===== config.mk =====
export PLATFORM = sky130hd
export DESIGN_NAME = fetch_pc_ctrl
export DESIGN_NICKNAME = d
export VERILOG_FILES = /design/src/rtl/fetch_pkg.sv /design/src/rtl/fetch_npc_sel.sv /design/src/rtl/fetch_pc_ctrl.sv
export SDC_FILE = /design/constraint.sdc
export NUM_CORES = 1
export LEC_CHECK = 0
export CORE_UTILIZATION = 44
export DETAILED_ROUTE_END_ITERATION = 6
export GPL_TIMING_DRIVEN = 0
export PLACE_DENSITY = 0.69
export SYNTH_ARGS = -nofsm -noshare
export SYNTH_HDL_FRONTEND = slang
export SYNTH_SLANG_ARGS = --single-unit

===== constraint.sdc =====
create_clock -name clk -period 4.9 [get_ports clk]
set_input_delay 0.98 -clock clk [delete_from_list [all_inputs] [get_ports clk]]
set_output_delay 0.98 -clock clk [all_outputs]
set_load 0.02 [all_outputs]

===== src/rtl/fetch_pkg.sv =====
// fetch_pkg: shared types and defaults for the instruction-fetch front end.
//   fetch_state_e  : sequencer states IDLE / REQ / DRAIN
//   FETCH_ADDR_W   : default PC / address width
//   FETCH_INST_W   : default instruction width
//   FETCH_RESET_PC : default first fetch address after reset
//   PC_STEP        : sequential PC increment in bytes
//   fetch_entry_t  : one fetched entry {pc, inst, excp} at default widths
package fetch_pkg;

  localparam int unsigned FETCH_ADDR_W   = 32;
  localparam int unsigned FETCH_INST_W   = 32;
  localparam logic [31:0] FETCH_RESET_PC = 32'h0000_0000;
  localparam int unsigned PC_STEP        = 4;

  typedef enum logic [1:0] {
    ST_IDLE  = 2'd0,
    ST_REQ   = 2'd1,
    ST_DRAIN = 2'd2
  } fetch_state_e;

  typedef struct packed {
    logic [FETCH_ADDR_W-1:0] pc;
    logic [FETCH_INST_W-1:0] inst;
    logic                    excp;
  } fetch_entry_t;

endpackage


===== src/rtl/fetch_npc_sel.sv =====
// fetch_npc_sel: combinational next-fetch-address priority mux.
//   excp_flag / excp_target     : exception redirect (highest priority)
//   branch_flag / branch_target : branch redirect
//   pend_flag / pend_target     : redirect latched while a fetch was in flight
//   seq_pc                      : sequential address (lowest priority)
//   npc                         : selected next fetch address
//   redir_taken                 : a new redirect arrived this cycle
module fetch_npc_sel
  import fetch_pkg::*;
#(
  parameter int unsigned ADDR_W = FETCH_ADDR_W
) (
  input  logic              excp_flag,
  input  logic [ADDR_W-1:0] excp_target,
  input  logic              branch_flag,
  input  logic [ADDR_W-1:0] branch_target,
  input  logic              pend_flag,
  input  logic [ADDR_W-1:0] pend_target,
  input  logic [ADDR_W-1:0] seq_pc,
  output logic [ADDR_W-1:0] npc,
  output logic              redir_taken
);

  always_comb begin
    redir_taken = excp_flag | branch_flag;
    if (excp_flag) begin
      npc = excp_target;
    end else if (branch_flag) begin
      npc = branch_target;
    end else if (pend_flag) begin
      npc = pend_target;
    end else begin
      npc = seq_pc;
    end
  end

endmodule


===== src/rtl/fetch_pc_ctrl.sv =====
// fetch_pc_ctrl: program-counter sequencer and instruction-memory fetch port.
// Keeps one fetch outstanding on a req/ack port, drops responses made stale by
// a redirect, and presents {pc, inst} to decode through a registered slot
// backed by a one-entry hold buffer so decode stalls are honoured.
// Optional build macro: PC_ALIGN_CHECK_EN (misaligned redirect targets raise
// an address-fetch exception instead of being fetched; otherwise the low two
// target bits are cleared).
// Ports:
//   clk, rst                          : clock, asynchronous active-low reset
//   stall_i                           : decode cannot accept, hold the slot
//   branch_flag_i / branch_target_i   : branch redirect pulse and target
//   excp_flag_i / excp_target_i       : exception redirect pulse and target
//   inst_req_o / inst_addr_o          : fetch request and address
//   inst_ack_i / inst_rdata_i         : memory accept and returned instruction
//   inst_valid_o / inst_o / pc_o      : output slot to decode
//   excp_adef_o, inst_excp_o          : (PC_ALIGN_CHECK_EN only) misalign pulse
//                                       and slot exception marker
module fetch_pc_ctrl
  import fetch_pkg::*;
#(
  parameter int unsigned        ADDR_W   = FETCH_ADDR_W,
  parameter int unsigned        INST_W   = FETCH_INST_W,
  parameter logic [ADDR_W-1:0]  RESET_PC = ADDR_W'(FETCH_RESET_PC)
) (
  input  logic              clk,
  input  logic              rst,
  input  logic              stall_i,
  input  logic              branch_flag_i,
  input  logic [ADDR_W-1:0] branch_target_i,
  input  logic              excp_flag_i,
  input  logic [ADDR_W-1:0] excp_target_i,
  output logic              inst_req_o,
  output logic [ADDR_W-1:0] inst_addr_o,
  input  logic              inst_ack_i,
  input  logic [INST_W-1:0] inst_rdata_i,
  output logic              inst_valid_o,
  output logic [INST_W-1:0] inst_o,
  output logic [ADDR_W-1:0] pc_o
`ifdef PC_ALIGN_CHECK_EN
  ,
  output logic              excp_adef_o,
  output logic              inst_excp_o
`endif
);

  function automatic logic [ADDR_W-1:0] pc_inc(input logic [ADDR_W-1:0] pc);
    return pc + ADDR_W'(PC_STEP);
  endfunction

  fetch_state_e      state_q, state_d;
  logic              req_q, req_d;
  logic [ADDR_W-1:0] addr_q, addr_d;
  logic              pend_q, pend_d;
  logic [ADDR_W-1:0] pend_tgt_q, pend_tgt_d;
  logic              pend_mis_q, pend_mis_d;

  logic              vld_p0;
  logic [ADDR_W-1:0] pc_p0;
  logic [INST_W-1:0] inst_p0;

  logic              vld_p1;
  logic [ADDR_W-1:0] pc_p1;
  logic [INST_W-1:0] inst_p1;

  logic              ack_hs;
  logic [ADDR_W-1:0] br_tgt, ex_tgt, seq_pc, npc;
  logic              redir_taken, misalign;
  logic              slot_ld, slot_clr, slot_pseudo, hold_ld, hold_clr;
  logic [ADDR_W-1:0] slot_src_pc;
  logic [INST_W-1:0] slot_src_inst;

`ifdef PC_ALIGN_CHECK_EN
  assign br_tgt   = branch_target_i;
  assign ex_tgt   = excp_target_i;
  assign misalign = redir_taken && (npc[1:0] != 2'b00);
`else
  assign br_tgt   = branch_target_i & ~ADDR_W'(3);
  assign ex_tgt   = excp_target_i & ~ADDR_W'(3);
  assign misalign = 1'b0;
`endif

  assign ack_hs = req_q & inst_ack_i;

  always_comb begin
    case (state_q)
      ST_IDLE:  seq_pc = RESET_PC;
      ST_DRAIN: seq_pc = pc_inc(pc_p0);
      default:  seq_pc = pc_inc(addr_q);
    endcase
  end

  fetch_npc_sel #(
    .ADDR_W (ADDR_W)
  ) u_npc_sel (
    .excp_flag     (excp_flag_i),
    .excp_target   (ex_tgt),
    .branch_flag   (branch_flag_i),
    .branch_target (br_tgt),
    .pend_flag     (pend_q),
    .pend_target   (pend_tgt_q),
    .seq_pc        (seq_pc),
    .npc           (npc),
    .redir_taken   (redir_taken)
  );

  // ---- p0: fetch handshake, redirect handling, hold-buffer capture ----
  always_comb begin
    state_d       = state_q;
    req_d         = req_q;
    addr_d        = addr_q;
    pend_d        = pend_q;
    pend_tgt_d    = pend_tgt_q;
    pend_mis_d    = pend_mis_q;
    slot_ld       = 1'b0;
    slot_clr      = 1'b0;
    slot_pseudo   = 1'b0;
    hold_ld       = 1'b0;
    hold_clr      = 1'b0;
    slot_src_pc   = addr_q;
    slot_src_inst = inst_rdata_i;

    if (redir_taken) begin
      slot_clr    = 1'b1;
      hold_clr    = 1'b1;
      slot_pseudo = misalign;
      state_d     = ST_REQ;
      if (req_q && !inst_ack_i) begin
        // address must stay put until the in-flight fetch is acked
        pend_d     = 1'b1;
        pend_tgt_d = npc;
        pend_mis_d = misalign;
      end else begin
        pend_d     = 1'b0;
        pend_mis_d = 1'b0;
        addr_d     = npc;
        req_d      = !misalign;
      end
    end else begin
      unique case (state_q)
        ST_IDLE: begin
          state_d = ST_REQ;
          req_d   = 1'b1;
          addr_d  = npc;
        end
        ST_REQ: begin
          if (ack_hs && pend_q) begin
            pend_d     = 1'b0;
            pend_mis_d = 1'b0;
            addr_d     = npc;
            req_d      = !pend_mis_q;
          end else if (ack_hs && (!vld_p1 || !stall_i)) begin
            slot_ld = 1'b1;
            addr_d  = npc;
          end else if (ack_hs) begin
            hold_ld = 1'b1;
            req_d   = 1'b0;
            state_d = ST_DRAIN;
          end
          if (!slot_ld && !stall_i) begin
            slot_clr = 1'b1;
          end
        end
        ST_DRAIN: begin
          if (!stall_i && vld_p0) begin
            slot_ld       = 1'b1;
            slot_src_pc   = pc_p0;
            slot_src_inst = inst_p0;
            hold_clr      = 1'b1;
            state_d       = ST_REQ;
            req_d         = 1'b1;
            addr_d        = npc;
          end
        end
        default: state_d = ST_IDLE;
      endcase
    end
  end

  always_ff @(posedge clk or negedge rst) begin
    if (!rst) begin
      state_q    <= ST_IDLE;
      req_q      <= 1'b0;
      addr_q     <= RESET_PC;
      pend_q     <= 1'b0;
      pend_mis_q <= 1'b0;
      vld_p0     <= 1'b0;
    end else begin
      state_q    <= state_d;
      req_q      <= req_d;
      addr_q     <= addr_d;
      pend_q     <= pend_d;
      pend_mis_q <= pend_mis_d;
      if (hold_clr) begin
        vld_p0 <= 1'b0;
      end else if (hold_ld) begin
        vld_p0 <= 1'b1;
      end
    end
  end

  always_ff @(posedge clk) begin
    pend_tgt_q <= pend_tgt_d;
    if (hold_ld) begin
      pc_p0   <= addr_q;
      inst_p0 <= inst_rdata_i;
    end
  end

  // ---- p1: output slot to decode ----
  always_ff @(posedge clk or negedge rst) begin
    if (!rst) begin
      vld_p1  <= 1'b0;
      pc_p1   <= '0;
      inst_p1 <= '0;
    end else if (slot_pseudo) begin
      vld_p1  <= 1'b1;
      pc_p1   <= npc;
      inst_p1 <= '0;
    end else if (slot_clr) begin
      vld_p1  <= 1'b0;
    end else if (slot_ld) begin
      vld_p1  <= 1'b1;
      pc_p1   <= slot_src_pc;
      inst_p1 <= slot_src_inst;
    end
  end

`ifdef PC_ALIGN_CHECK_EN
  logic excp_p1;
  logic adef_p1;

  always_ff @(posedge clk or negedge rst) begin
    if (!rst) begin
      excp_p1 <= 1'b0;
      adef_p1 <= 1'b0;
    end else begin
      adef_p1 <= slot_pseudo;
      if (slot_pseudo) begin
        excp_p1 <= 1'b1;
      end else if (slot_ld) begin
        excp_p1 <= 1'b0;
      end
    end
  end

  assign excp_adef_o = adef_p1;
  assign inst_excp_o = excp_p1;
`endif

  assign inst_req_o   = req_q;
  assign inst_addr_o  = addr_q;
  assign inst_valid_o = vld_p1;
  assign inst_o       = inst_p1;
  assign pc_o         = pc_p1;

endmodule


==> results.sh <==
export IMPL_clkPwrFrac_pct=28.7
export IMPL_grt_max_degree=61
export IMPL_antenna_found_initial=0
export IMPL_ff_latch_area_mm2=0.00544
export IMPL_dieArea_mm2=0.0224
export IMPL_status="complete, no violations"
export IMPL_worstPathCellList="inv_1 -> ha_1 -> buf_6 -> buf_4 -> buf_2 -> buf_2 -> buf_2 -> mux2_2 -> ha_1 -> nand4b_1 -> nand2_2 -> nand3_1 -> or4_1 -> o211ai_1 -> mux2_2"
export IMPL_cts_sinks=198
export IMPL_drt_iter0_drc=813
export IMPL_placedCellCount=1312
export IMPL_busiest_layer="met2"
export IMPL_wl_per_cell_um=21.3
export IMPL_grt_pass1_vias=7440
export IMPL_numPortBuffers=194
export IMPL_vias=7800
export IMPL_seq_power_share_pct=45.0
export IMPL_grt_usage_pct=26.1
export IMPL_grt_use_met1_pct=37.8
export IMPL_max_freq_ghz=0.216
export IMPL_total_power_uw=4760
export IMPL_postRouteAntennaNets=0
export IMPL_fin_area_mm2=0.0125
export IMPL_grtUsageMet2_pct=39.4
export IMPL_htree_num_levels=4
export IMPL_ys_warn_count=0
export IMPL_r2r_slack_ns=0.26
export IMPL_worst_path_most_repeated_cell="buf_2"
export IMPL_insertion_delay_ns=0.44
export IMPL_async_flop_share_pct=51.5
export IMPL_path_max_fanout=10
export IMPL_nNetsFinal=1163
export IMPL_max_slew_margin_pct=29.1
export IMPL_critPathRequiredTime_ns=5.28
export IMPL_fill_cells=1809
export IMPL_pin_count=200
export IMPL_hpwl_mm=20.7
export IMPL_path_delay_family="buffers and inverters"
export IMPL_ctsHoldBuffers=0
export IMPL_skew_ns=0.0103
export IMPL_period_minus_slack_ns=4.64
export IMPL_finalCritPeriodShare_pct=94.7
export IMPL_p_int_uw=3260
export IMPL_drt_drc_violations_left=0
export IMPL_clockRootBuffer="clkbuf_16"
export IMPL_place_area_mm2=0.0120
export IMPL_holdWs_ns=0.479
export IMPL_wl_mm=28.7
export IMPL_grt_pass1_wl_mm=43.4
export IMPL_tritoncts="yes"
export IMPL_ys_ff_latch=198
export IMPL_die_x_um=150
export IMPL_rows=53
export IMPL_synth_seq_area_share_pct=56.8
export IMPL_p_switching_uw=1500
export IMPL_syn_area_mm2=0.00958
export IMPL_syn_inst=838
export IMPL_drt_vias_per_instance=5.80
export IMPL_grt_setup_unrepaired="no"
export IMPL_drt_pass1_iterations=5
export IMPL_cp_slowest_cell="or4_1"
export IMPL_maxCapViolations=0
export IMPL_hold_class="flip-flop to flip-flop"
export IMPL_cp_buffers_inverters=6
export IMPL_synth_ff_type="dfrtp_1"
export IMPL_syn_to_final_growth_pct=30.8
export IMPL_hold_violations=0
export IMPL_post_route_util_pct=59.2
export IMPL_p_comb_share_pct=26.2
export IMPL_avgSynthCellArea_um2=11.4
export IMPL_synth_distinct_cells=66
export IMPL_core_mm2=0.0212
export IMPL_setup_viol=0
export IMPL_power_leakage_uw=0.00461
export IMPL_fin_cells=1344
export IMPL_vdd_drop_max_mv=0.202
export IMPL_path_class="flip-flop to flip-flop"
export IMPL_worstMarginPinSlew_ns=1.06
export IMPL_switching_share_pct=31.5
export IMPL_synth_edf_count=96
export IMPL_antennaDiodeCount=0
export IMPL_end_kind="flip-flop"
export IMPL_grt_overflow_total=0
export IMPL_globalRouteMet3Util_pct=4.51
export IMPL_multi_input_area_mm2=0.00390
export IMPL_start_kind="flip-flop"
export IMPL_place_congestion=0.895
export IMPL_syn_nets=945
export IMPL_arrival_ns=5.02
export IMPL_critPathMaxStageDelay_ns=0.59
export IMPL_maxSlewViolCount=0
export IMPL_clk_pin_slew_ns=0.07
export IMPL_die_h_um=150
export IMPL_clk_path_buf_depth=2
export IMPL_p_per_area_mw_per_mm2=380
export IMPL_start_util_pct=45.3
export IMPL_numCtsBuffers=17
export IMPL_drive_above_1_share_pct=8.42
## Yosys cell counts (all sizes together) (4+ instances only)
cell type | number | area share, %
nand4 | 8 | 0.52
a221o | 6 | 0.63
a31oi | 6 | 0.39
xnor2 | 9 | 0.82
a221oi | 9 | 0.89
clkbuf | 37 | 1.5
nand4b | 4 | 0.37
a22oi | 16 | 1.3
dfrtp | 102 | 27
mux2i | 91 | 9.5
nand2 | 116 | 4.5
nor3 | 7 | 0.37
ha | 5 | 0.65
nand3 | 19 | 1.0
mux2 | 28 | 3.3
buf | 15 | 0.93
nor2 | 37 | 1.5
edfxtp | 96 | 30
inv | 6 | 0.24
or3 | 5 | 0.33
a21oi | 22 | 1.1
nand3b | 15 | 1.3
a21o | 4 | 0.31
xor2 | 6 | 0.55
o211ai | 10 | 0.78
o21a | 7 | 0.55
nand2b | 5 | 0.33
o22ai | 10 | 0.65
o31ai | 11 | 0.86
o221ai | 4 | 0.37
o21ai | 82 | 4.3
## flip-flops by register name, indices dropped and copies added, names as in the netlist
signal	count
inst_addr_o	32
inst_o	32
inst_p0	32
inst_req_o	1
inst_valid_o	1
pc_o	32
pc_p0	32
pend_q	1
pend_tgt_q	32
state_q	2
vld_p0	1
## layout by cell type, fill, tap and decap left out, types with 14 or more instances in the layout
master and n:
nand2_1 115, mux2i_1 91, o21ai_0 82, a21oi_1 22
mux2_2 27, clkdlybuf4s50_1 193, nand3b_1 14, nand3_1 18
nor2_1 37, a22oi_1 15, dfrtp_1 102, clkbuf_16 18
clkbuf_1 38, edfxtp_1 96
## metal layers
layer,vias up,part of all wire (%)
li1,3585,-
met1,3761,44
met2,401,46
met3,53,7.9
met4,0,2.2
met5,-,0
## power groups by stage
stage	combinational, uW	sequential (uW)	clock, uW
global route	1340	2180	1450
CTS	1250	2150	1390
global placement	1220	2180	0
detailed placement	1250	2180	0
floorplan	377	2380	0
finish	1250	2140	1370
## per-stage QoR
| step | setup slack (ns) | setup TNS [ns] |
|---|---|---|
| 2_1_floorplan | 0.837 | 0 |
| 3_3_place_gp | -1.44 | -193.89 |
| 3_5_place_dp | 0.289 | 0 |
| 4_1_cts | 0.251 | 0 |
| 5_1_grt | 0.0952 | 0 |
| 6_report | 0.261 | 0 |
## final cells by class
type	instances	area share, %
sequential	198	43.4
multi-input combinational	581	31.1
timing repair buffer	199	16.2
clock buffer	19	3.63
tap	275	2.75
buffer	52	1.82
clock inverter	13	0.879
inverter	7	0.210
## what timing repair did
| item | 4_1_cts | 5_1_grt |
|---|---|---|
| resized for setup | 0 | 1 |
| setup endpoints to repair | 0 | 1 |
| buffers inserted | 0 | 0 |
## cell families after synthesis
family                     synth area share [%]
AOI/OAI and AO/OA                          14.2
DFF                                        56.8
and+or+nand+nor                            11.5
adders and majority gates                 0.653
buffers and inverters                      2.65
muxes                                      12.8
xor gates and xnor gates                   1.37
## path summary, 6_finish.rpt
path | start | end | depth (start not counted)
setup / recovery | state_q[0] | inst_addr_o[30] | 15
hold / removal | pc_o[19] | pc_o[19] | 2
setup reg to reg | state_q[0] | inst_addr_o[30] | 15
hold reg to reg | pc_o[19] | pc_o[19] | 2
max in group asynchronous | rst | inst_addr_o[9] | 2
min in group asynchronous | rst | inst_o[4] | 1
## worst reg2reg max path, cell delays in order (launching register included)
cell	delay, ns
dfrtp_1	0.42
inv_1	0.10
ha_1	0.19
buf_6	0.17
buf_4	0.23
buf_2	0.34
buf_2	0.39
buf_2	0.41
mux2_2	0.23
ha_1	0.25
nand4b_1	0.22
nand2_2	0.26
nand3_1	0.27
or4_1	0.59
o211ai_1	0.30
mux2_2	0.21
Note: power is estimated with default switching activity, not from simulation.
